===== src/rtl/mips_pkg.sv =====
// rtl/mips_pkg.sv - opcode, ALUOp and control-word definitions shared by the decode stage
package mips_pkg;

  localparam logic [5:0] OP_RTYPE = 6'h00;
  localparam logic [5:0] OP_J     = 6'h02;
  localparam logic [5:0] OP_BEQ   = 6'h04;
  localparam logic [5:0] OP_BNE   = 6'h05;
  localparam logic [5:0] OP_ADDI  = 6'h08;
  localparam logic [5:0] OP_LW    = 6'h23;
  localparam logic [5:0] OP_SW    = 6'h2B;

  localparam logic [1:0] ALUOP_ADD   = 2'b00;
  localparam logic [1:0] ALUOP_SUB   = 2'b01;
  localparam logic [1:0] ALUOP_RTYPE = 2'b10;

  localparam logic [31:0] NOP_INST = 32'h0000_0000;

  typedef struct packed {
    logic       reg_write;
    logic       mem_to_reg;
    logic       mem_read;
    logic       mem_write;
    logic       alu_src;
    logic       reg_dst;
    logic [1:0] alu_op;
  } ctrl_t;

endpackage


===== src/rtl/register_file.sv =====
// rtl/register_file.sv - 32-entry register file, r0 hardwired to zero, write-first read bypass
module register_file #(
  parameter int DATA_W = 32,
  parameter int REG_AW = 5
) (
  input  logic              clk,
  input  logic              rst,
  input  logic [REG_AW-1:0] i_ra1,
  input  logic [REG_AW-1:0] i_ra2,
  output logic [DATA_W-1:0] o_rd1,
  output logic [DATA_W-1:0] o_rd2,
  input  logic              i_we,
  input  logic [REG_AW-1:0] i_wa,
  input  logic [DATA_W-1:0] i_wd
);

  logic [DATA_W-1:0] r_mem [2**REG_AW];
  logic              w_wr_ok;

  assign w_wr_ok = i_we && (i_wa != '0);

  always_ff @(posedge clk) begin
    if (rst) begin
      for (int i = 0; i < 2**REG_AW; i++) r_mem[i] <= '0;
    end else if (w_wr_ok) begin
      r_mem[i_wa] <= i_wd;
    end
  end

  // A write landing this cycle is visible to the same-cycle read.
  always_comb begin
    o_rd1 = '0;
    o_rd2 = '0;
    if (i_ra1 != '0) o_rd1 = (w_wr_ok && i_wa == i_ra1) ? i_wd : r_mem[i_ra1];
    if (i_ra2 != '0) o_rd2 = (w_wr_ok && i_wa == i_ra2) ? i_wd : r_mem[i_ra2];
  end

endmodule


===== src/rtl/id_stage.sv =====
// rtl/id_stage.sv - MIPS decode stage: IF/ID and ID/EX registers, decode, hazards, branch resolve
module id_stage
  import mips_pkg::*;
#(
  parameter int          DATA_W   = 32,
  parameter int          REG_AW   = 5,
  parameter logic [31:0] NOP_INST = mips_pkg::NOP_INST
) (
  input  logic              clk,
  input  logic              rst,
  input  logic [DATA_W-1:0] IFtoID_PC,
  input  logic [DATA_W-1:0] IFtoID_inst,
  input  logic              WB_RegWrite,
  input  logic [REG_AW-1:0] WB_WriteReg,
  input  logic [DATA_W-1:0] WB_WriteData,
  input  logic              EX_MemRead,
  input  logic              EX_RegWrite,
  input  logic [REG_AW-1:0] EX_WriteReg,
  input  logic              MEM_MemRead,
  input  logic [REG_AW-1:0] MEM_WriteReg,
  output logic              PCWrite,
  output logic              PCSrc,
  output logic [DATA_W-1:0] ID_Target,
  output logic [DATA_W-1:0] IDtoEX_PC,
  output logic [DATA_W-1:0] IDtoEX_RD1,
  output logic [DATA_W-1:0] IDtoEX_RD2,
  output logic [DATA_W-1:0] IDtoEX_Imm,
  output logic [REG_AW-1:0] IDtoEX_Rs,
  output logic [REG_AW-1:0] IDtoEX_Rt,
  output logic [REG_AW-1:0] IDtoEX_Rd,
  output logic              IDtoEX_RegWrite,
  output logic              IDtoEX_MemtoReg,
  output logic              IDtoEX_MemRead,
  output logic              IDtoEX_MemWrite,
  output logic              IDtoEX_ALUSrc,
  output logic              IDtoEX_RegDst,
  output logic [1:0]        IDtoEX_ALUOp
);

  logic [DATA_W-1:0] r_if_pc, r_if_inst;
  logic [5:0]        w_op;
  logic [REG_AW-1:0] w_rs, w_rt, w_rd;
  logic [DATA_W-1:0] w_rd1, w_rd2, w_imm, w_br_target, w_j_target;
  logic              w_is_beq, w_is_bne, w_is_br, w_is_j, w_reads_rt;
  logic              w_load_use, w_br_dep, w_stall, w_taken, w_flush;
  ctrl_t             w_ctrl, r_ctrl;

  assign w_op  = r_if_inst[31:26];
  assign w_rs  = r_if_inst[25:21];
  assign w_rt  = r_if_inst[20:16];
  assign w_rd  = r_if_inst[15:11];
  assign w_imm = {{(DATA_W-16){r_if_inst[15]}}, r_if_inst[15:0]};

  register_file #(.DATA_W(DATA_W), .REG_AW(REG_AW)) u_rf (
    .clk   (clk),
    .rst   (rst),
    .i_ra1 (w_rs),
    .i_ra2 (w_rt),
    .o_rd1 (w_rd1),
    .o_rd2 (w_rd2),
    .i_we  (WB_RegWrite),
    .i_wa  (WB_WriteReg),
    .i_wd  (WB_WriteData)
  );

  always_comb begin
    w_ctrl = '0;
    case (w_op)
      OP_RTYPE: begin w_ctrl.reg_write = 1'b1; w_ctrl.reg_dst = 1'b1; w_ctrl.alu_op = ALUOP_RTYPE; end
      OP_LW: begin
        w_ctrl.reg_write  = 1'b1;
        w_ctrl.mem_read   = 1'b1;
        w_ctrl.mem_to_reg = 1'b1;
        w_ctrl.alu_src    = 1'b1;
        w_ctrl.alu_op     = ALUOP_ADD;
      end
      OP_SW:   begin w_ctrl.mem_write = 1'b1; w_ctrl.alu_src = 1'b1; w_ctrl.alu_op = ALUOP_ADD; end
      OP_ADDI: begin w_ctrl.reg_write = 1'b1; w_ctrl.alu_src = 1'b1; w_ctrl.alu_op = ALUOP_ADD; end
      OP_BEQ, OP_BNE: w_ctrl.alu_op = ALUOP_SUB;
      default: w_ctrl = '0;
    endcase
  end

  assign w_is_beq   = (w_op == OP_BEQ);
  assign w_is_bne   = (w_op == OP_BNE);
  assign w_is_br    = w_is_beq || w_is_bne;
  assign w_is_j     = (w_op == OP_J);
  assign w_reads_rt = (w_op == OP_RTYPE) || (w_op == OP_SW) || w_is_br;

  assign w_load_use = EX_MemRead && (EX_WriteReg != '0) &&
                      ((EX_WriteReg == w_rs) || (w_reads_rt && EX_WriteReg == w_rt));
  // Branches compare in ID, so any producer still in EX, or a load still in MEM, is too late to bypass.
  assign w_br_dep   = w_is_br &&
                      ((EX_RegWrite && (EX_WriteReg != '0) && (EX_WriteReg == w_rs || EX_WriteReg == w_rt)) ||
                       (MEM_MemRead && (MEM_WriteReg != '0) && (MEM_WriteReg == w_rs || MEM_WriteReg == w_rt)));
  assign w_stall    = w_load_use || w_br_dep;

  assign w_taken     = (w_is_beq && (w_rd1 == w_rd2)) || (w_is_bne && (w_rd1 != w_rd2)) || w_is_j;
  assign w_flush     = !rst && !w_stall && w_taken;
  assign w_br_target = r_if_pc + (w_imm << 2);
  assign w_j_target  = {r_if_pc[DATA_W-1:DATA_W-4], r_if_inst[25:0], 2'b00};

  assign PCWrite   = !rst && !w_stall;
  assign PCSrc     = w_flush;
  assign ID_Target = w_is_j ? w_j_target : w_br_target;

  always_ff @(posedge clk) begin
    if (rst) begin
      r_if_pc   <= '0;
      r_if_inst <= NOP_INST;
    end else if (w_flush) begin
      r_if_pc   <= IFtoID_PC;
      r_if_inst <= NOP_INST;
    end else if (!w_stall) begin
      r_if_pc   <= IFtoID_PC;
      r_if_inst <= IFtoID_inst;
    end
  end

  always_ff @(posedge clk) begin
    if (rst || w_stall) begin
      IDtoEX_PC  <= '0;
      IDtoEX_RD1 <= '0;
      IDtoEX_RD2 <= '0;
      IDtoEX_Imm <= '0;
      IDtoEX_Rs  <= '0;
      IDtoEX_Rt  <= '0;
      IDtoEX_Rd  <= '0;
      r_ctrl     <= '0;
    end else begin
      IDtoEX_PC  <= r_if_pc;
      IDtoEX_RD1 <= w_rd1;
      IDtoEX_RD2 <= w_rd2;
      IDtoEX_Imm <= w_imm;
      IDtoEX_Rs  <= w_rs;
      IDtoEX_Rt  <= w_rt;
      IDtoEX_Rd  <= w_rd;
      r_ctrl     <= w_ctrl;
    end
  end

  assign IDtoEX_RegWrite = r_ctrl.reg_write;
  assign IDtoEX_MemtoReg = r_ctrl.mem_to_reg;
  assign IDtoEX_MemRead  = r_ctrl.mem_read;
  assign IDtoEX_MemWrite = r_ctrl.mem_write;
  assign IDtoEX_ALUSrc   = r_ctrl.alu_src;
  assign IDtoEX_RegDst   = r_ctrl.reg_dst;
  assign IDtoEX_ALUOp    = r_ctrl.alu_op;

endmodule


===== config.mk =====
export PLATFORM = sky130hd
export DESIGN_NAME = id_stage
export DESIGN_NICKNAME = d
export VERILOG_FILES = /design/src/rtl/mips_pkg.sv /design/src/rtl/register_file.sv /design/src/rtl/id_stage.sv
export SDC_FILE = /design/constraint.sdc
export NUM_CORES = 2
export LEC_CHECK = 0
export CORE_UTILIZATION = 35
export CTS_BUF_LIST = sky130_fd_sc_hd__clkbuf_2
export CTS_CLUSTER_DIAMETER = 60
export DETAILED_ROUTE_END_ITERATION = 12
export HOLD_SLACK_MARGIN = 0.1
export SYNTH_ARGS = -nofsm -noshare
export SYNTH_HDL_FRONTEND = slang
export SYNTH_SLANG_ARGS = --single-unit

===== constraint.sdc =====
create_clock -name clk -period 7.1 [get_ports clk]
set_clock_uncertainty 0.15 [all_clocks]
set_input_delay 1.42 -clock clk [delete_from_list [all_inputs] [get_ports clk]]
set_output_delay 1.42 -clock clk [all_outputs]
set_load 0.1 [all_outputs]

==> impl_metrics.sql <==
INSERT INTO impl_metrics (metric_group, metric, value, unit) VALUES
('status', 'run_status', 'complete, but fails checks', ''),
('status', 'violations', 'negative setup slack', ''),
('placed_design', 'postPlaceCellArea', '0.0721', 'mm^2'),
('synthesis', 'yosys.area.top_type', 'edfxtp_1', ''),
('synthesis', 'synth_xor_area_share', '0.962', '%'),
('synthesis', 'sequential_fraction_of_the_synthesis_area', '53.9', '%'),
('global_routing', 'largest_net_degree_at_the_start_of_global_routing', '67', ''),
('synthesis', 'synthTopCellsByArea', 'edfxtp_1, mux4_2, and2_1', ''),
('synthesis', 'post_synthesis_cells', '4887', ''),
('critical_path', 'worst-endpoint-required', '5.53', 'ns'),
('die', 'dieArea', '0.186', 'mm^2'),
('synthesis', 'ys_async_sr_fraction', '0', '%'),
('synthesis', 'synth_top_flop_cell', 'edfxtp_1', ''),
('timing', 'postLayoutSetupSlackWorst', '-0.926', 'ns'),
('cts', 'cts_buffer_depth', '4', ''),
('route', 'route.vias.total', '49100', ''),
('hold_path', 'hold_start', 'r_if_pc[7]', ''),
('route', 'postRouteAntennaNets', '0', ''),
('timing', 'fin_worst_hold_slack', '0.329', 'ns'),
('synthesis', 'synth.top_cell.area_share', '47.6', '%'),
('synthesis', 'synth-simple-area-share', '14.8', '%'),
('synthesis', 'synth_top_family_by_area', 'multiplexers', ''),
('critical_path', 'worst-r2r-setup-slack', '1.83', 'ns'),
('die', 'row_count', '157', ''),
('timing', 'maximum_clock_frequency', '125', 'MHz'),
('global_routing', 'grt_antenna_before_repair', '32', ''),
('critical_path', 'crit_path_start_kind', 'flop', ''),
('die', 'number_of_placed_i_o_pins', '302', ''),
('route', 'drt_drc_violations_left', '0', ''),
('cts', 'cts_root_buf', 'clkbuf_2', ''),
('die', 'die_width', '432', 'um'),
('power', 'vdd_drop_max', '157', 'uV'),
('placed_design', 'placed_cells', '7564', ''),
('synthesis', 'flops_latches_synth', '1227', ''),
('finish', 'fin_nets', '5742', ''),
('route', 'dr.first_iter.drc_count', '7247', ''),
('critical_path', 'endpoint_kind', 'primary output', ''),
('synthesis', 'synth-compound-area-share', '6.41', '%'),
('placed_design', 'hpwlAfterDp', '177000', 'um'),
('power', 'total_leakage_power', '27.8', 'nW'),
('power', 'totalPowerFinal', '18.1', 'mW'),
('synthesis', 'synthMuxAreaShare', '19.2', '%'),
('timing', 'setup-violations-final', '1', ''),
('timing', 'timing.final.max_slew_violations', '0', ''),
('cts', 'clk-insertion-delay-late', '1.93', 'ns'),
('placed_design', 'final_weighted_congestion_in_routability_driven_placement', '1.03', ''),
('critical_path', 'crit-reg2reg-capture', 'r_if_inst[25]', ''),
('timing', 'fin_crit_share', '113', '%'),
('timing', 'max-slew-margin-rel', '13.9', '%'),
('hold_path', 'hold-path-cell-count', '1', ''),
('route', 'drtPass1Iterations', '6', ''),
('placed_design', 'port_buffers', '301', ''),
('critical_path', 'crit_arrival', '6.46', 'ns'),
('cts', 'cts.htree.levels', '5', ''),
('cts', 'cts_tree', 'done', ''),
('synthesis', 'cell_area_after_synthesis', '0.0646', 'mm^2'),
('global_routing', 'grt_pass1_vias', '48100', ''),
('global_routing', 'first_pass_grt_wire_length', '375000', 'um'),
('cts', 'cts.sinks', '1227', ''),
('die', 'core_area', '0.183', 'mm^2'),
('finish', 'final_design_area_no_fill', '0.0775', 'mm^2'),
('synthesis', 'synthesis.yosys.warnings', '0', ''),
('timing', 'final_hold_viol_count', '0', ''),
('critical_path', 'criticalPathCategory', 'flop to primary output', ''),
('route', 'wl_per_cell', '33.1', 'um'),
('power', 'p_per_area', '234', 'mW/mm^2'),
('route', 'postRouteWirelength', '275000', 'um'),
('cts', 'cts_buffers', '347', ''),
('synthesis', 'post_synth.cell_area_avg', '13.2', 'um^2'),
('synthesis', 'post_synth_fa_ha_maj_area_fraction', '0.592', '%'),
('die', 'initial_core_util', '35.3', '%');
## cell families (layout without fill, tap and decap cells)
family / after synthesis / count (layout)
buffers and inverters: 532 / 1446
muxes: 697 / 697
AOI/OAI and AO/OA: 615 / 615
other: 1 / 44
xor gates and xnor gates: 71 / 71
DFF: 1227 / 1227
adders and majority gates: 30 / 30
and+or+nand+nor: 1714 / 1714
## critical path, stage by stage, from the launching register on
cell and delay, ns:
dfxtp_4 0.51, buf_4 0.22, and2_1 0.67, buf_4 0.28, a22oi_1 0.09, nand2_1 0.42
a221oi_2 0.15, buf_4 0.18, nor4_1 0.29, a31oi_1 0.07, o21ai_0 0.21, nand4_1 0.14
or4_4 0.66, xnor2_2 0.18, o21a_1 0.17, nor2_2 0.12, buf_12 0.19
## cell usage after synthesis, types with 8 or more instances
master / count
dfxtp_1: 203
a221oi_1: 72
a221o_1: 10
or2_2: 45
mux2_2: 8
buf_1: 14
nor2b_1: 26
a31oi_1: 18
o21a_1: 18
buf_2: 66
mux2i_1: 266
nor2_1: 167
nand2b_1: 22
mux4_2: 391
o211ai_1: 15
xor2_1: 33
inv_1: 26
nand3_1: 39
buf_6: 30
clkbuf_1: 326
nor3_1: 122
nand2_1: 240
buf_8: 15
a21oi_1: 184
xnor2_1: 38
mux4_1: 32
and3_1: 16
o31ai_1: 10
edfxtp_1: 1024
nand4_1: 13
ha_1: 29
buf_4: 49
o22ai_1: 12
a21o_1: 15
or3_1: 14
a22oi_1: 102
o21ai_0: 76
and2_1: 972
a211oi_1: 17
## report_power, final
group / internal (mW) / total, mW / switching, mW
sequential: 8.21 / 8.47 / 0.257
clock: 2.05 / 5.24 / 3.19
combinational: 1.58 / 4.44 / 2.86
## layer usage
layer | wire [um] | GRT usage, % | up-vias
li1 | - | - | 19900
met1 | 98100 | 35.0 | 24700
met2 | 124000 | 44.9 | 3664
met3 | 32300 | 8.05 | 795
met4 | 20200 | 19.2 | 12
met5 | 76 | 0 | -
## final cells by class
type	count	area [um^2]
multi-input cells	3159	28000
clock buffers	485	2430
repair buffers	833	8440
diodes	12	30.0
inverters	27	108
fillers	17000	106000
flip-flops and latches	1227	34900
clock inverters	101	569
well taps	2464	3080
## repair_timing
action	in CTS	in global routing
cloned	7	4
endpoints found under the setup margin	24	14
pin swaps	20	35
hold buffers	66	0
buffers inserted	42	27
resized for setup	98	74
endpoints found under the hold margin	76	0
## sequential cells by signal, summed over array words and instances, names as in the netlist, named ones only
name	count
IDtoEX_ALUOp	2
IDtoEX_ALUSrc	1
IDtoEX_Imm	16
IDtoEX_MemWrite	1
IDtoEX_MemtoReg	1
IDtoEX_PC	32
IDtoEX_RD1	32
IDtoEX_RD2	32
IDtoEX_RegDst	1
IDtoEX_RegWrite	1
IDtoEX_Rs	5
IDtoEX_Rt	5
r_if_inst	32
r_if_pc	32
u_rf.r_mem	1024
## cells in the final DEF, fill, tap and decap left out, types with 53 or more instances in the layout
cell type        Yosys  final
edfxtp_1          1024   1024
and2_1             972    972
clkbuf_2             1    485
mux4_2             391    393
buf_4               49    389
clkdlybuf4s50_1      0    278
mux2i_1            266    263
nand2_1            240    238
dfxtp_1            203    184
a21oi_1            184    176
nor2_1             167    129
nor3_1             122    120
a22oi_1            102     86
clkinv_1             1     70
dlygate4sd3_1        0     66
a221oi_1            72     64
o21ai_0             76     60
buf_12               1     53
## worst max-delay path by stage
stage / from / to / slack, ns
2_1_floorplan: WB_WriteReg[3] / PCSrc / 0.08
3_3_place_gp: WB_WriteReg[2] / PCSrc / -0.64
3_5_place_dp: WB_WriteReg[2] / PCSrc / -0.63
4_1_cts: flop / PCSrc / -1.08
5_1_grt: flop / PCSrc / -1.14
6_report: flop / PCSrc / -0.93
## per-stage QoR
step	util (%)	setup WS [ns]
floorplan	-	0.0847
global placement	39.3	-0.642
detailed placement	39.3	-0.633
CTS	41.9	-1.08
global route	42.3	-1.14
finish	42.3	-0.926
Power figures use the tool's default switching activity.
